[config.mk]
export PLATFORM = sky130hd
export DESIGN_NAME = mem_port_arbiter
export DESIGN_NICKNAME = d
export VERILOG_FILES = /design/src/rtl/mem_port_arbiter_pkg.sv /design/src/rtl/mem_lat_counter.sv /design/src/rtl/mem_port_arbiter.sv
export SDC_FILE = /design/constraint.sdc
export NUM_CORES = 1
export LEC_CHECK = 0
export CAP_MARGIN = 20
export CORE_ASPECT_RATIO = 1.2
export CORE_MARGIN = 3
export CORE_UTILIZATION = 37
export DETAILED_ROUTE_END_ITERATION = 10
export HOLD_SLACK_MARGIN = 0.12
export PLACE_DENSITY = 0.76
export SYNTH_ARGS = -nofsm -noshare
export SYNTH_HDL_FRONTEND = slang
export SYNTH_SLANG_ARGS = --single-unit
[constraint.sdc]
create_clock -name clk -period 1.63 [get_ports clk]
set_clock_uncertainty 0.15 [all_clocks]
set_input_delay 0.2445 -clock clk [delete_from_list [all_inputs] [get_ports clk]]
set_output_delay 0.2445 -clock clk [all_outputs]
set_load 0.01 [all_outputs]
[src/rtl/mem_port_arbiter_pkg.sv]
// Shared types and default widths for the instruction/data memory port arbiter.
package mem_port_arbiter_pkg;

  localparam int DEF_ADDR_W = 32;
  localparam int DEF_DATA_W = 32;

  typedef enum logic [1:0] {
    IDLE  = 2'd0,
    ISSUE = 2'd1,
    WAIT  = 2'd2,
    RESP  = 2'd3
  } arb_state_t;

  typedef enum logic {
    OWN_IF = 1'b0,
    OWN_D  = 1'b1
  } owner_t;

  typedef enum logic {
    KIND_RD = 1'b0,
    KIND_WR = 1'b1
  } kind_t;

endpackage

[src/rtl/mem_lat_counter.sv]
// Read-latency countdown: load a start value, decrement to zero, flag zero.
module mem_lat_counter #(
  parameter int CNT_W = 2
) (
  input  logic             clk,
  input  logic             rst_n,
  input  logic             load_i,
  input  logic [CNT_W-1:0] load_val_i,
  input  logic             dec_i,
  output logic             zero_o
);

  logic [CNT_W-1:0] cnt_q, cnt_d;

  always_comb begin
    cnt_d = cnt_q;
    if (load_i)
      cnt_d = load_val_i;
    else if (dec_i && (cnt_q != '0))
      cnt_d = cnt_q - 1'b1;
  end

  always_ff @(posedge clk or negedge rst_n) begin
    if (!rst_n) cnt_q <= '0;
    else        cnt_q <= cnt_d;
  end

  assign zero_o = (cnt_q == '0);

endmodule

[src/rtl/mem_port_arbiter.sv]
// Single-port RAM arbiter between instruction fetch and load/store; data side wins.
// Optional grant/conflict counters are built when MEM_ARB_PERF_CNT_EN is defined.
module mem_port_arbiter
  import mem_port_arbiter_pkg::*;
#(
  parameter int ADDR_W      = DEF_ADDR_W,
  parameter int DATA_W      = DEF_DATA_W,
  parameter int MEM_LATENCY = 1
) (
  input  logic                clk,
  input  logic                rst_n,
  input  logic                if_req,
  input  logic [ADDR_W-1:0]   if_addr,
  output logic [DATA_W-1:0]   if_rdata,
  output logic                if_valid,
  output logic                if_stall,
  input  logic                dmem_read,
  input  logic                dmem_write,
  input  logic [ADDR_W-1:0]   dmem_addr,
  input  logic [DATA_W-1:0]   dmem_wdata,
  input  logic [DATA_W/8-1:0] dmem_wstrb,
  output logic [DATA_W-1:0]   dmem_rdata,
  output logic                dmem_done,
  output logic                dmem_stall,
  output logic                mem_en,
  output logic [DATA_W/8-1:0] mem_we,
  output logic [ADDR_W-1:0]   mem_addr,
  output logic [DATA_W-1:0]   mem_wdata,
  input  logic [DATA_W-1:0]   mem_rdata
`ifdef MEM_ARB_PERF_CNT_EN
  ,
  output logic [31:0]         perf_if_grants,
  output logic [31:0]         perf_d_grants,
  output logic [31:0]         perf_conflicts
`endif
);

  localparam int CNT_W = 2;

  arb_state_t          state_q, state_d;
  owner_t              own_q, own_d;
  kind_t               kind_q, kind_d;
  logic                mem_en_q, mem_en_d;
  logic [DATA_W/8-1:0] mem_we_q, mem_we_d;
  logic [ADDR_W-1:0]   mem_addr_q, mem_addr_d;
  logic [DATA_W-1:0]   mem_wdata_q, mem_wdata_d;
  logic [DATA_W-1:0]   if_rdata_q, if_rdata_d;
  logic [DATA_W-1:0]   dmem_rdata_q, dmem_rdata_d;
  logic                cnt_load, cnt_dec, cnt_zero;
  logic                d_req;

  assign d_req = dmem_read | dmem_write;

  mem_lat_counter #(.CNT_W(CNT_W)) u_lat (
    .clk        (clk),
    .rst_n      (rst_n),
    .load_i     (cnt_load),
    .load_val_i (CNT_W'(MEM_LATENCY - 1)),
    .dec_i      (cnt_dec),
    .zero_o     (cnt_zero)
  );

  always_comb begin
    state_d      = state_q;
    own_d        = own_q;
    kind_d       = kind_q;
    mem_en_d     = 1'b0;
    mem_we_d     = '0;
    mem_addr_d   = mem_addr_q;
    mem_wdata_d  = mem_wdata_q;
    if_rdata_d   = if_rdata_q;
    dmem_rdata_d = dmem_rdata_q;
    cnt_load     = 1'b0;
    cnt_dec      = 1'b0;
    case (state_q)
      IDLE: begin
        // Simultaneous read+write is a write; the RAM outputs are set up here
        // so they are registered and valid throughout ISSUE.
        if (d_req) begin
          own_d       = OWN_D;
          kind_d      = dmem_write ? KIND_WR : KIND_RD;
          mem_en_d    = 1'b1;
          mem_we_d    = dmem_write ? dmem_wstrb : '0;
          mem_addr_d  = dmem_addr;
          mem_wdata_d = dmem_wdata;
          state_d     = ISSUE;
        end else if (if_req) begin
          own_d      = OWN_IF;
          kind_d     = KIND_RD;
          mem_en_d   = 1'b1;
          mem_addr_d = if_addr;
          state_d    = ISSUE;
        end
      end
      ISSUE: begin
        if (kind_q == KIND_WR) begin
          state_d = RESP;
        end else begin
          cnt_load = 1'b1;
          state_d  = WAIT;
        end
      end
      WAIT: begin
        if (cnt_zero) begin
          if (own_q == OWN_IF) if_rdata_d   = mem_rdata;
          else                 dmem_rdata_d = mem_rdata;
          state_d = RESP;
        end else begin
          cnt_dec = 1'b1;
        end
      end
      RESP:    state_d = IDLE;
      default: state_d = IDLE;
    endcase
  end

  always_ff @(posedge clk or negedge rst_n) begin
    if (!rst_n) begin
      state_q      <= IDLE;
      own_q        <= OWN_IF;
      kind_q       <= KIND_RD;
      mem_en_q     <= 1'b0;
      mem_we_q     <= '0;
      mem_addr_q   <= '0;
      mem_wdata_q  <= '0;
      if_rdata_q   <= '0;
      dmem_rdata_q <= '0;
    end else begin
      state_q      <= state_d;
      own_q        <= own_d;
      kind_q       <= kind_d;
      mem_en_q     <= mem_en_d;
      mem_we_q     <= mem_we_d;
      mem_addr_q   <= mem_addr_d;
      mem_wdata_q  <= mem_wdata_d;
      if_rdata_q   <= if_rdata_d;
      dmem_rdata_q <= dmem_rdata_d;
    end
  end

  assign mem_en     = mem_en_q;
  assign mem_we     = mem_we_q;
  assign mem_addr   = mem_addr_q;
  assign mem_wdata  = mem_wdata_q;
  assign if_rdata   = if_rdata_q;
  assign dmem_rdata = dmem_rdata_q;
  assign if_valid   = (state_q == RESP) && (own_q == OWN_IF);
  assign dmem_done  = (state_q == RESP) && (own_q == OWN_D);
  assign if_stall   = if_req & ~if_valid;
  assign dmem_stall = d_req & ~dmem_done;

`ifdef MEM_ARB_PERF_CNT_EN
  logic [31:0] perf_if_q, perf_d_q, perf_cf_q;

  always_ff @(posedge clk or negedge rst_n) begin
    if (!rst_n) begin
      perf_if_q <= '0;
      perf_d_q  <= '0;
      perf_cf_q <= '0;
    end else if (state_q == IDLE) begin
      if (d_req)       perf_d_q  <= perf_d_q + 32'd1;
      else if (if_req) perf_if_q <= perf_if_q + 32'd1;
      if (d_req && if_req) perf_cf_q <= perf_cf_q + 32'd1;
    end
  end

  assign perf_if_grants = perf_if_q;
  assign perf_d_grants  = perf_d_q;
  assign perf_conflicts = perf_cf_q;
`endif

endmodule

# Word-level counts from Yosys, hierarchy flattened
# Index checks and enable logic that the tools add are counted.
[word_totals]
input_bits = 137
word_cells = 58
register_bits = 139
output_inout_bits = 137
[classes]
bitwise = 6
n_addsub = 1
muxes = 23
eq_ne = 5
reduce_logical = 13
[ops]
columns = ["operator", "n"]
rows = [
  ["32-bit two-way mux", 2],
  ["1-bit two-way mux", 12],
  ["4-bit two-way mux", 3],
  ["2-bit two-way mux", 5],
  ["2-bit one-hot mux with 4 select lines", 1],
  ["2-bit AND reduction", 3],
  ["3-bit AND reduction", 2],
  ["2-bit nonzero test", 3],
  ["2-bit == test, second input constant", 2],
  ["2-bit zero test", 2],
  ["1-bit logical AND", 3],
  ["3-bit inequality test, second input constant", 1],
  ["1-bit inverter", 3],
  ["1-bit bitwise AND", 2],
  ["2-bit by 1-bit == test with 1-bit output, second input constant", 1],
  ["2-bit inequality test, second input constant", 1],
  ["2-bit by 1-bit subtractor with 2-bit output, second input constant", 1],
  ["1-bit bitwise OR", 1],
]

# Depth between registers and ports, before layout
# Gate-level depths: netlist of the first run.
[depth]
ltp_word = 6
ltp_mapped = 8
mapped_depth_nobuf = 5

# By module
# Synthesis of the first run repeated with hierarchy kept, for this count alone.
[unflattened]
cells_unflattened = 397
hier_area_um2 = 5786.8
[by_module_without_submodules]
columns = ["module", "instances", "seq_area_each_um2", "cells_each", "area_per_inst_um2"]
rows = [
  ["mem_port_arbiter", 1, 3428.3, 384, 5654.2],
  ["mem_lat_counter", 1, 50.0, 13, 132.6],
]

# Least setup slack after synthesis of the first run
# OpenSTA, ideal clock, no wires.
[synth_path]
path_kind = "reg2reg"
startpoint = "register state_q[0]"
endpoint = "register mem_wdata_q[0], in the netlist mem_wdata[0]"
arrival_time_ns = 1.383
path_slack_ns = -0.030
path_buffers = 2
synth_period_minus_slack_ns = 1.660
stages_incl_launch_ff = 7
t_required_ns = 1.353
setup_ns = 0.127
path_cell_list = "dfrtp_1 > inv_1 > ha_1 > buf_2 > o21ai_4 > buf_6 > mux2_1"
[synth_via]
elab_chain_len = 2
[synth_rtl]
columns = ["item", "line", "rtl"]
rows = [
  ["from (decl)", "mem_port_arbiter.sv:40", "arb_state_t state_q, state_d;"],
  ["from (signal assigned)", "mem_port_arbiter.sv:129", "state_q <= state_d;"],
  ["2-bit zero test", "mem_port_arbiter.sv:75", "case (state_q)"],
  ["2-bit AND reduction (no source line)", "n/a", ""],
  ["to (signal assigned)", "mem_port_arbiter.sv:135", "mem_wdata_q <= mem_wdata_d;"],
  ["to (decl)", "mem_port_arbiter.sv:46", "logic [DATA_W-1:0] mem_wdata_q, mem_wdata_d;"],
]
# Every way passes these cells.
# A chain may end at the register's enable or synchronous reset.

# Final worst setup path of the first run
[layout_path]
startpoint = "register state_q[0]"
endpoint = "output port if_stall"
[layout_via]
elab_chain_len = 4
[layout_rtl]
columns = ["item", "line", "rtl"]
rows = [
  ["2-bit == test", "mem_port_arbiter.sv:147", "assign if_valid = (state_q == RESP) && (own_q == OWN_IF);"],
  ["1-bit logical AND", "mem_port_arbiter.sv:147", ""],
  ["1-bit inverter", "mem_port_arbiter.sv:149", "assign if_stall = if_req & ~if_valid;"],
  ["1-bit bitwise AND", "mem_port_arbiter.sv:149", ""],
  ["to (decl)", "mem_port_arbiter.sv:16", "output logic if_stall,"],
]
# Every way passes these cells.

==> qor.yml, run 1 <==
status: "finished, violations left"
violations: "negative setup slack"
diodes: 0
finalCritPeriodShare_pct: 107
synth_simple_gate_area_share_pct: 5.06
setup_viol: 88
fill_cells: 1175
io_pins: 274
crit_chain: "ha_2 > nor2b_4 > nor2b_1 > buf_2"
end_kind: "output pin"
p_sw_share_pct: 32.9
ant_nets: 0
synth_area_leaders: "dfrtp_1, mux2_1, mux2_2"
slowest_delay_ps: 400
synth.most_common_cell: "dfrtp_1"
track_usage_pct: 18.7
synth_adder_area_share_pct: 1.28
synth_common_cells: "dfrtp_1, mux2_1, mux2_2"
synth_xor_area_share_pct: 0.149
wire_per_inst_microns: 18.0
rsz0062_at_grt: "true"
clock_sinks: 139
ir_worst_vdd_uv: 721
p_comb_share_pct: 46.3
whs_ps: 149
hp-class: "input pin to async pin"
viasPerCell: 4.74
fp.dieH_microns: 144
avgSynthCellArea_sq_um: 15.0
layout-drive-gt1-share_pct: 32.7
instances_no_fill: 932
synth_top_family_by_area: "multiplexers"
worstSetupPathType: "register to output pin"
antenna_found_initial: 0
synth_edf_count: 0
maxCapViolations: 0
dp_hpwl_microns: 12000
fin_nets: 858
dr.pass1.iters: 4
cts-root-buf: "clkbuf_16"
fmax_ghz: 0.573
yosys_warnings: 0
die_w_microns: 121
slew-limit-headroom_pct: 73.2
numCtsBuffers: 17
cpMaxStageDelayCell: "dfrtp_1"
tightest_slew_ps: 401
grtUsageMet1_pct: 19.3
crit_family: "flip-flops"
fin_util_pct: 65.3
grt_pass1_vias: 4874
seq_area_frac_synth_pct: 59.1
clk_pin_slew_ps: 60
grt_util_met3_pct: 6.85
synth_compound_area_share_pct: 6.26
ys.flop_type: "dfrtp_1"
ctsLongestPathBuffers: 2
yosys.area.top_type: "dfrtp_1"
synthArstFlopShare_pct: 100
p_int_mw: 12.8
arrival_ps: 1350
met2_usage_pct: 35.3
gr-total-overflow: 0
setup_ws_ps: -116
p_seq_share_pct: 32.0
port_buffers: 273
worst_setup_path_start_kind: "register"
drc_errors: 0
drt-total-wl_microns: 16800
start_util_pct: 38.5
syn_inst: 392
synth_seq_cells: 139
post-place-ws_ps: -330
dp.cells: 880
syn_area_sq_um: 5880
grt_pass1_wl_microns: 25300
area_delta_synth_final_pct: 69.6
rows: 49
leakagePower_nw: 4.61
critPathMaxFanout: 2
power_density_nw_per_um2: 1920
slew_viol_final: 0
dr_total_vias: 4418
htree_levels: 4
p_sw_mw: 6.30
clock_latency_ps: 400
core-area_sq_um: 15300
drt-initial-drc-count: 136
tritoncts: "built"
grt_max_degree: 51
gp_congestion: 0.724
finalHoldViolations: 0
grt-busiest-layer: "met2"
synth_fp_nets: 535
period_minus_slack_ps: 1750
crit_buf_inv: 1
ys_types: 30
synth_mux_area_share_pct: 24.0
die_area_sq_um: 17400
critPathRequiredTime_ps: 1240
clkPwrFrac_pct: 21.7
synth.top_cell.area_share_pct: 59.1
## path summary, 6_finish.rpt
kind,slack (ps),to,start,cells past startpoint
hold reg to reg,330,mem_addr[10]$_DFFE_PN0P_,mem_addr[10]$_DFFE_PN0P_,2
setup reg to reg,-120,mem_wdata[0]$_DFFE_PN0P_,state_q[1]$_DFFE_PN0P_,6
max in group asynchronous,590,mem_we[3]$_DFF_PN0_,rst_n,3
setup / recovery,-120,if_stall,state_q[0]$_DFFE_PN0P_,4
hold / removal,150,mem_addr[13]$_DFFE_PN0P_,rst_n,2
min in group clk,280,mem_wdata[10]$_DFFE_PN0P_,dmem_wdata[10],2
## layout by cell type (no fill, tap or decap), types with 4 or more instances in the layout
cell type / synthesis / final
mux2i_1: 32 / 32
o21ai_2: 32 / 32
mux2_2: 47 / 43
mux2_4: 0 / 24
dlygate4sd2_1: 0 / 133
clkbuf_16: 0 / 20
buf_12: 5 / 15
clkdlybuf4s50_1: 0 / 135
nand2_2: 32 / 32
buf_4: 4 / 27
bufinv_16: 0 / 4
dfrtp_1: 139 / 139
mux2_1: 50 / 30
and3_1: 4 / 4
buf_6: 4 / 7
## registers in the layout, indices dropped and copies added (netlist names)
signal       flops
if_rdata        32
mem_we           4
dmem_rdata      32
state_q          2
own_q            1
kind_q           1
mem_wdata       32
mem_en           1
mem_addr        32
u_lat.cnt_q      2
## what timing repair did
item | 4_1_cts | 5_1_grt
resized for setup | 186 | 31
gates cloned | 6 | 4
hold buffers | 1 | 0
endpoints found under the hold margin | 139 | 0
buffers inserted | 7 | 11
endpoints found under the setup margin | 269 | 136
pin swaps | 2 | 2
## power groups by stage
stage                     registers [mW]  logic, mW  clock network [mW]
after floorplan                     6.89       3.29                   0
after global placement              6.11       8.69                   0
after detailed placement            6.23       8.93                   0
after CTS                           6.13       8.69                4.25
after global routing                6.34       9.53                4.39
final                               6.13       8.87                4.15
## kinds of logic (layout without fill, tap and decap cells)
group	count (synthesis)	count (layout)
adders and majority gates	6	6
xor gates and xnor gates	1	1
buffers and inverters	27	363
and+or+nand+nor	49	49
DFF	139	139
AOI/OAI and AO/OA	41	41
muxes	129	129
## worst reg2reg max path: cells and delay by family, from the launching register on
kind	cells	cell delay [ps]
compound gates	1	160
mux	1	330
flops	1	360
fa+ha+maj	1	180
buf+inv	3	440
## per-stage QoR
stage / power [mW] / setup TNS [ps] / cell area [sq um]
6_report: 19.1 / -5320 / 9980
5_1_grt: 20.3 / -11030 / 9980
4_1_cts: 19.1 / -10270 / 9860
3_5_place_dp: 15.2 / -24920 / 9040
3_3_place_gp: 14.8 / -21710 / 9040
2_1_floorplan: 10.2 / 0 / 5880
## layer usage
layer,part of all wire (%),vias to the layer above
met1,36,2178
li1,-,2035
met2,54,189
met4,1.6,0
met5,0,-
met3,8.3,16
## final cells by class
class	instances	area (sq um)	share of cell area (%)
sequential	139	3480	34.9
timing repair buffer	325	3220	32.3
multi-input combinational	226	2350	23.5
clock buffer	20	457	4.58
tap	204	255	2.56
clock inverter	12	184	1.84
inverter	6	32.5	0.326
(Power assumes the default switching activity.)
==> inputs of run 2 (changes only) <==
- CTS_CLUSTER_SIZE: unset -> 28
==> results of run 2 <==
The final DEF is identical to that of run 1; final timing and power are the same.
